<file path="config.mk">
export PLATFORM = sky130hd
export DESIGN_NAME = core_bus_mux
export DESIGN_NICKNAME = d
export VERILOG_FILES = /design/src/rtl/core_bus_mux.sv
export SDC_FILE = /design/constraint.sdc
export NUM_CORES = 1
export LEC_CHECK = 0
export CAP_MARGIN = 20
export CELL_PAD_IN_SITES_DETAIL_PLACEMENT = 1
export CELL_PAD_IN_SITES_GLOBAL_PLACEMENT = 1
export CORE_AREA = 2 2 159 130
export CTS_CLUSTER_SIZE = 20
export DETAILED_ROUTE_END_ITERATION = 7
export DIE_AREA = 0 0 161 132
export PLACE_DENSITY = 0.78
export SYNTH_ARGS = -nofsm -noshare
export SYNTH_HDL_FRONTEND = slang
export SYNTH_SLANG_ARGS = --single-unit
</file>
<file path="constraint.sdc">
create_clock -name clk -period 1.7 [get_ports clk]
set_input_delay 0.255 -clock clk [delete_from_list [all_inputs] [get_ports clk]]
set_output_delay 0.255 -clock clk [all_outputs]
set_load 0.01 [all_outputs]
</file>
<file path="src/rtl/core_bus_mux.sv">
// core_bus_mux: single-master to N-slave request/ack interconnect. Decodes the
// top address bits into a slave index, holds the slave strobe until ack or
// timeout, and returns a one-cycle ack with error flag and registered read data.
module core_bus_mux #(
   parameter int unsigned N_SLAVES    = 2,
   parameter int unsigned ADDR_WIDTH  = 32,
   parameter int unsigned DATA_WIDTH  = 32,
   parameter int unsigned REGION_BITS = 4,
   parameter int unsigned TIMEOUT     = 15
) (
   input  logic                           clk,
   input  logic                           rst,
   input  logic                           m_rd_en_i,
   input  logic                           m_wr_en_i,
   input  logic [ADDR_WIDTH-1:0]          m_addr_i,
   input  logic [DATA_WIDTH-1:0]          m_data_i,
   output logic [DATA_WIDTH-1:0]          m_data_o,
   output logic                           m_ack_o,
   output logic                           m_err_o,
   output logic                           m_busy_o,
   output logic [N_SLAVES-1:0]            s_rd_en_o,
   output logic [N_SLAVES-1:0]            s_wr_en_o,
   output logic [ADDR_WIDTH-1:0]          s_addr_o,
   output logic [DATA_WIDTH-1:0]          s_data_o,
   input  logic [N_SLAVES*DATA_WIDTH-1:0] s_data_i,
   input  logic [N_SLAVES-1:0]            s_ack_i,
   output logic [7:0]                     err_count_o
);

   typedef enum logic [1:0] {StIdle, StAccess, StResp} state_t;

   state_t                 r_state,     w_state_nxt;
   logic [ADDR_WIDTH-1:0]  r_addr,      w_addr_nxt;
   logic [DATA_WIDTH-1:0]  r_wdata,     w_wdata_nxt;
   logic                   r_is_wr,     w_is_wr_nxt;
   logic [REGION_BITS-1:0] r_idx,       w_idx_nxt;
   logic [7:0]             r_cnt,       w_cnt_nxt;
   logic                   r_err,       w_err_nxt;
   logic [DATA_WIDTH-1:0]  r_rdata,     w_rdata_nxt;
   logic [7:0]             r_err_count, w_err_count_nxt;

   logic [REGION_BITS-1:0] w_req_idx;
   logic                   w_req;
   logic                   w_req_bad;
   logic [N_SLAVES-1:0]    w_sel;
   logic                   w_sel_ack;
   logic [DATA_WIDTH-1:0]  w_sel_rdata;
   logic                   w_timeout;
   logic [7:0]             w_err_count_inc;

   assign w_req_idx = m_addr_i[ADDR_WIDTH-1 -: REGION_BITS];
   assign w_req     = m_rd_en_i | m_wr_en_i;
   // Unmapped region or both operations requested at once: fail without touching a slave.
   assign w_req_bad = (32'(w_req_idx) >= N_SLAVES) | (m_rd_en_i & m_wr_en_i);

   // Counter holds cycles already spent in ACCESS; the current cycle is the last allowed.
   assign w_timeout       = (r_cnt == 8'(TIMEOUT - 1));
   assign w_err_count_inc = (r_err_count == 8'hFF) ? r_err_count : r_err_count + 8'd1;

   // One-hot select, ack and read-data mux for the latched slave index.
   always_comb begin
      w_sel       = '0;
      w_sel_rdata = '0;
      for (int unsigned i = 0; i < N_SLAVES; i++) begin
         if (32'(r_idx) == i) begin
            w_sel[i]    = 1'b1;
            w_sel_rdata = s_data_i[i*DATA_WIDTH +: DATA_WIDTH];
         end
      end
      w_sel_ack = |(s_ack_i & w_sel);
   end

   // Next-state and datapath update for the transaction FSM.
   always_comb begin
      w_state_nxt     = r_state;
      w_addr_nxt      = r_addr;
      w_wdata_nxt     = r_wdata;
      w_is_wr_nxt     = r_is_wr;
      w_idx_nxt       = r_idx;
      w_cnt_nxt       = r_cnt;
      w_err_nxt       = r_err;
      w_rdata_nxt     = r_rdata;
      w_err_count_nxt = r_err_count;
      unique case (r_state)
         StIdle: begin
            if (w_req) begin
               w_addr_nxt  = m_addr_i;
               w_wdata_nxt = m_data_i;
               // A read request takes precedence when naming the operation.
               w_is_wr_nxt = m_wr_en_i & ~m_rd_en_i;
               w_idx_nxt   = w_req_idx;
               w_cnt_nxt   = 8'd0;
               if (w_req_bad) begin
                  w_state_nxt     = StResp;
                  w_err_nxt       = 1'b1;
                  w_err_count_nxt = w_err_count_inc;
                  if (m_rd_en_i) w_rdata_nxt = '0;
               end else begin
                  w_state_nxt = StAccess;
                  w_err_nxt   = 1'b0;
               end
            end
         end
         StAccess: begin
            // Ack is checked first so an ack on the last allowed cycle still succeeds.
            if (w_sel_ack) begin
               w_state_nxt = StResp;
               w_err_nxt   = 1'b0;
               if (!r_is_wr) w_rdata_nxt = w_sel_rdata;
            end else if (w_timeout) begin
               w_state_nxt     = StResp;
               w_err_nxt       = 1'b1;
               w_err_count_nxt = w_err_count_inc;
               if (!r_is_wr) w_rdata_nxt = '0;
            end else begin
               w_cnt_nxt = r_cnt + 8'd1;
            end
         end
         StResp: begin
            w_state_nxt = StIdle;
         end
         default: begin
            w_state_nxt = StIdle;
         end
      endcase
   end

   // State and datapath registers with synchronous reset.
   always_ff @(posedge clk) begin
      if (rst) begin
         r_state     <= StIdle;
         r_addr      <= '0;
         r_wdata     <= '0;
         r_is_wr     <= 1'b0;
         r_idx       <= '0;
         r_cnt       <= 8'd0;
         r_err       <= 1'b0;
         r_rdata     <= '0;
         r_err_count <= 8'd0;
      end else begin
         r_state     <= w_state_nxt;
         r_addr      <= w_addr_nxt;
         r_wdata     <= w_wdata_nxt;
         r_is_wr     <= w_is_wr_nxt;
         r_idx       <= w_idx_nxt;
         r_cnt       <= w_cnt_nxt;
         r_err       <= w_err_nxt;
         r_rdata     <= w_rdata_nxt;
         r_err_count <= w_err_count_nxt;
      end
   end

   // Slave strobes: only the selected slave, only while in ACCESS.
   always_comb begin
      s_rd_en_o = '0;
      s_wr_en_o = '0;
      if (r_state == StAccess) begin
         if (r_is_wr) s_wr_en_o = w_sel;
         else         s_rd_en_o = w_sel;
      end
   end

   assign m_ack_o     = (r_state == StResp);
   assign m_err_o     = m_ack_o & r_err;
   assign m_busy_o    = (r_state != StIdle);
   assign m_data_o    = r_rdata;
   assign s_addr_o    = r_addr;
   assign s_data_o    = r_wdata;
   assign err_count_o = r_err_count;

endmodule

</file>
==> results.sh <==
export IMPL_rsz0062_at_grt="yes"
export IMPL_synth_top_flop_cell="dfxtp_1"
export IMPL_setup_slack_ns=-0.224
export IMPL_syn_nets=701
export IMPL_die_w_um=161
export IMPL_grt_use_total=0.170
export IMPL_path_class="reg -> reg"
export IMPL_ys_types=42
export IMPL_r2r_end="r_cnt[0]"
export IMPL_cap_violations=0
export IMPL_cts_root_buf="clkbuf_16"
export IMPL_clkSlewWorstSetupHoldPaths_ns=0.06
export IMPL_yosysSeqAreaShare=0.483
export IMPL_avgSynthCellArea_um2=8.53
export IMPL_cp_arrival_ns=2.24
export IMPL_met3_length_mm=1.66
export IMPL_wl_met2_mm=9.24
export IMPL_antenna_left=0
export IMPL_coreArea_um2=19600
export IMPL_routed_wl_mm=19.4
export IMPL_met1_length_mm=8.27
export IMPL_startpoint="r_cnt[0]"
export IMPL_cp_data_required_time_ns=2.02
export IMPL_overflow=0
export IMPL_startpoint_type="flop"
export IMPL_syn_inst=564
export IMPL_cp_end_kind="flop"
export IMPL_max_stage_delay_ns=0.33
export IMPL_worst_pin_slew_ns=0.579
export IMPL_power_density_nw_per_um2=899
export IMPL_reg2regPathDepth=9
export IMPL_fin_nets=993
export IMPL_vias_per_cell=4.66
export IMPL_violations="negative setup slack"
export IMPL_fin_skew_ns=0.00985
export IMPL_final_cell_mix="clkdlybuf4s50_1, nand2_1, dfxtp_1"
export IMPL_cpMaxStageDelayCell="dfxtp_2"
export IMPL_grt_max_degree=112
export IMPL_fp_dieH_um=132
export IMPL_drt_iter0_markers=218
export IMPL_synth_edf_count=0
export IMPL_hold_path_class="in -> reg"
export IMPL_numCtsBuffers=17
export IMPL_cts_tree="built"
export IMPL_slew_headroom=0.614
export IMPL_setup_violations=52
export IMPL_area_delta_synth_final_pct=90.8
export IMPL_dieArea_um2=21300
export IMPL_timing_fmax_mhz=520
export IMPL_portBuffers=244
export IMPL_worstPathCellList="inv_2, ha_4, nand4b_1, buf_4, or2_4, a21oi_4, buf_6, nor2_4, a211oi_2"
export IMPL_period_needed_ns=1.92
export IMPL_finalHoldViolCount=0
export IMPL_report_power_total_w=0.00825
export IMPL_firstDrtPassIters=4
export IMPL_ir_drop_uv=560
export IMPL_n_antenna_cell=0
export IMPL_start_util=0.246
export IMPL_grt_pass1_wl_mm=28.9
export IMPL_drive_above_1_share=0.216
export IMPL_slew_violations=0
export IMPL_grt_pass1_vias=5499
export IMPL_cts_hold_buf=0
export IMPL_drcViolationCount=0
export IMPL_hp_start="m_data_i[1]"
export IMPL_r2r_start="r_cnt[0]"
export IMPL_dr_total_vias=5269
export IMPL_placement_rows=46
export IMPL_rrSetupSlack_ns=-0.22
export IMPL_fin_hold_ws_ns=0.390
export IMPL_fin_util=0.469
export IMPL_async_reset_ff_frac=0
export IMPL_status="finished with violations"
export IMPL_antenna_found_initial=0
export IMPL_post_route_period_util=1.13
export IMPL_synth_seq_cells=116
export IMPL_place_ws_ns=-0.499
export IMPL_cts_sink_count=116
export IMPL_cts_htree_levels=4
export IMPL_syn_cell_area_um2=4810
export IMPL_clk_path_buf_depth=2
export IMPL_final_common_cell="clkdlybuf4s50_1"
export IMPL_wl_per_cell_um=17.1
export IMPL_tns_ns=-7.12
export IMPL_insertion_delay_ns=0.41
export IMPL_cp_endpoint="r_cnt[0]"
export IMPL_path_max_fanout=7
export IMPL_yosys_warnings=0
export IMPL_highest_layer="met4"
export IMPL_p_leak_nw=3.46
export IMPL_finalWeightedCongestion=0.752
export IMPL_hpwl_mm=12.7
export IMPL_io_pins=245
area by class of cell:
type,instances,area (µm²)
clock buffers,26,509
clock inverters,4,70.1
fillers,2206,10400
inverters,4,15.0
multi-input cells,404,2740
flip-flops and latches,116,2340
well taps,264,330
repair buffers,313,3160
flip-flops by register name (all words and copies together), names as in the netlist:
signal / count
err_count_o: 8
m_data_o: 32
r_cnt: 8
r_err: 1
r_is_wr: 1
r_state: 2
s_addr_o: 32
s_data_o: 32
cell usage after synthesis (2+ instances only):
cell type	number	area, µm²
nand2_1	137	514
dfxtp_1	116	2320
a21oi_1	79	395
clkbuf_1	33	124
mux2i_1	33	330
nand3b_1	32	240
o31ai_1	32	240
o21ai_0	14	70.1
or3_1	14	87.6
nor2_1	12	45.0
nand4_1	7	43.8
buf_2	6	30.0
nor3_1	5	25.0
and2_1	4	25.0
inv_1	4	15.0
and3_1	3	18.8
ha_1	3	37.5
a211oi_1	2	15.0
nand2b_1	2	12.5
nand3_1	2	10.0
o211ai_2	2	25.0
or2_2	2	12.5
how the worst min path moves through the flow:
stage / endpoint / slack (ns) / cells past startpoint
after floorplan: r_is_wr / 0.35 / 1
after global placement: s_data_o[14] / 0.44 / 2
after detailed placement: s_addr_o[21] / 0.45 / 2
after CTS: s_addr_o[24] / 0.36 / 3
after global routing: s_data_o[12] / 0.39 / 3
final: s_data_o[1] / 0.39 / 3
critical path, delay by kind of cell, from the launching register on:
family | cells | cell delay [ns]
compound gates | 2 | 0.40
fa+ha+maj | 1 | 0.13
buf+inv | 3 | 0.46
flops | 1 | 0.33
simple gates | 3 | 0.51
power breakdown:
part	leakage, nW	total [W]	internal, W	switching (W)
sequential	0.953	0.00296	0.00287	0.0000841
combinational	2.23	0.00173	0.000922	0.000806
clock	0.286	0.00357	0.00233	0.00123
total	3.46	0.00825	0.00613	0.00212
through the flow:
step                std cells  instance area, µm²
finish                   1131                9170
CTS                      1123                8700
global route             1131                9170
detailed placement       1089                7980
global placement         1089                7980
floorplan                 564                4850
repair_timing:
action                                  4_1_cts  5_1_grt
buffers inserted                              3        3
resized for setup                            83       72
cloned                                        2        6
pin swaps                                    30       20
endpoints found under the setup margin       67       56
metal layers:
layer,up-vias,GRT usage
li1,2558,-
met1,2527,0.196
met2,167,0.288
met3,17,0.0733
met4,0,0.0506
met5,-,0
cell families (layout without fill, tap and decap cells):
family	count (synthesis)	in the layout	synth area share
simple gates	228	228	0.229
compound gates	137	138	0.169
flops	116	116	0.483
buf+inv	45	347	0.0383
mux	34	34	0.0710
fa+ha+maj	3	3	0.00781
xor+xnor	1	1	0.00182
Power figures use the tool's default switching activity.
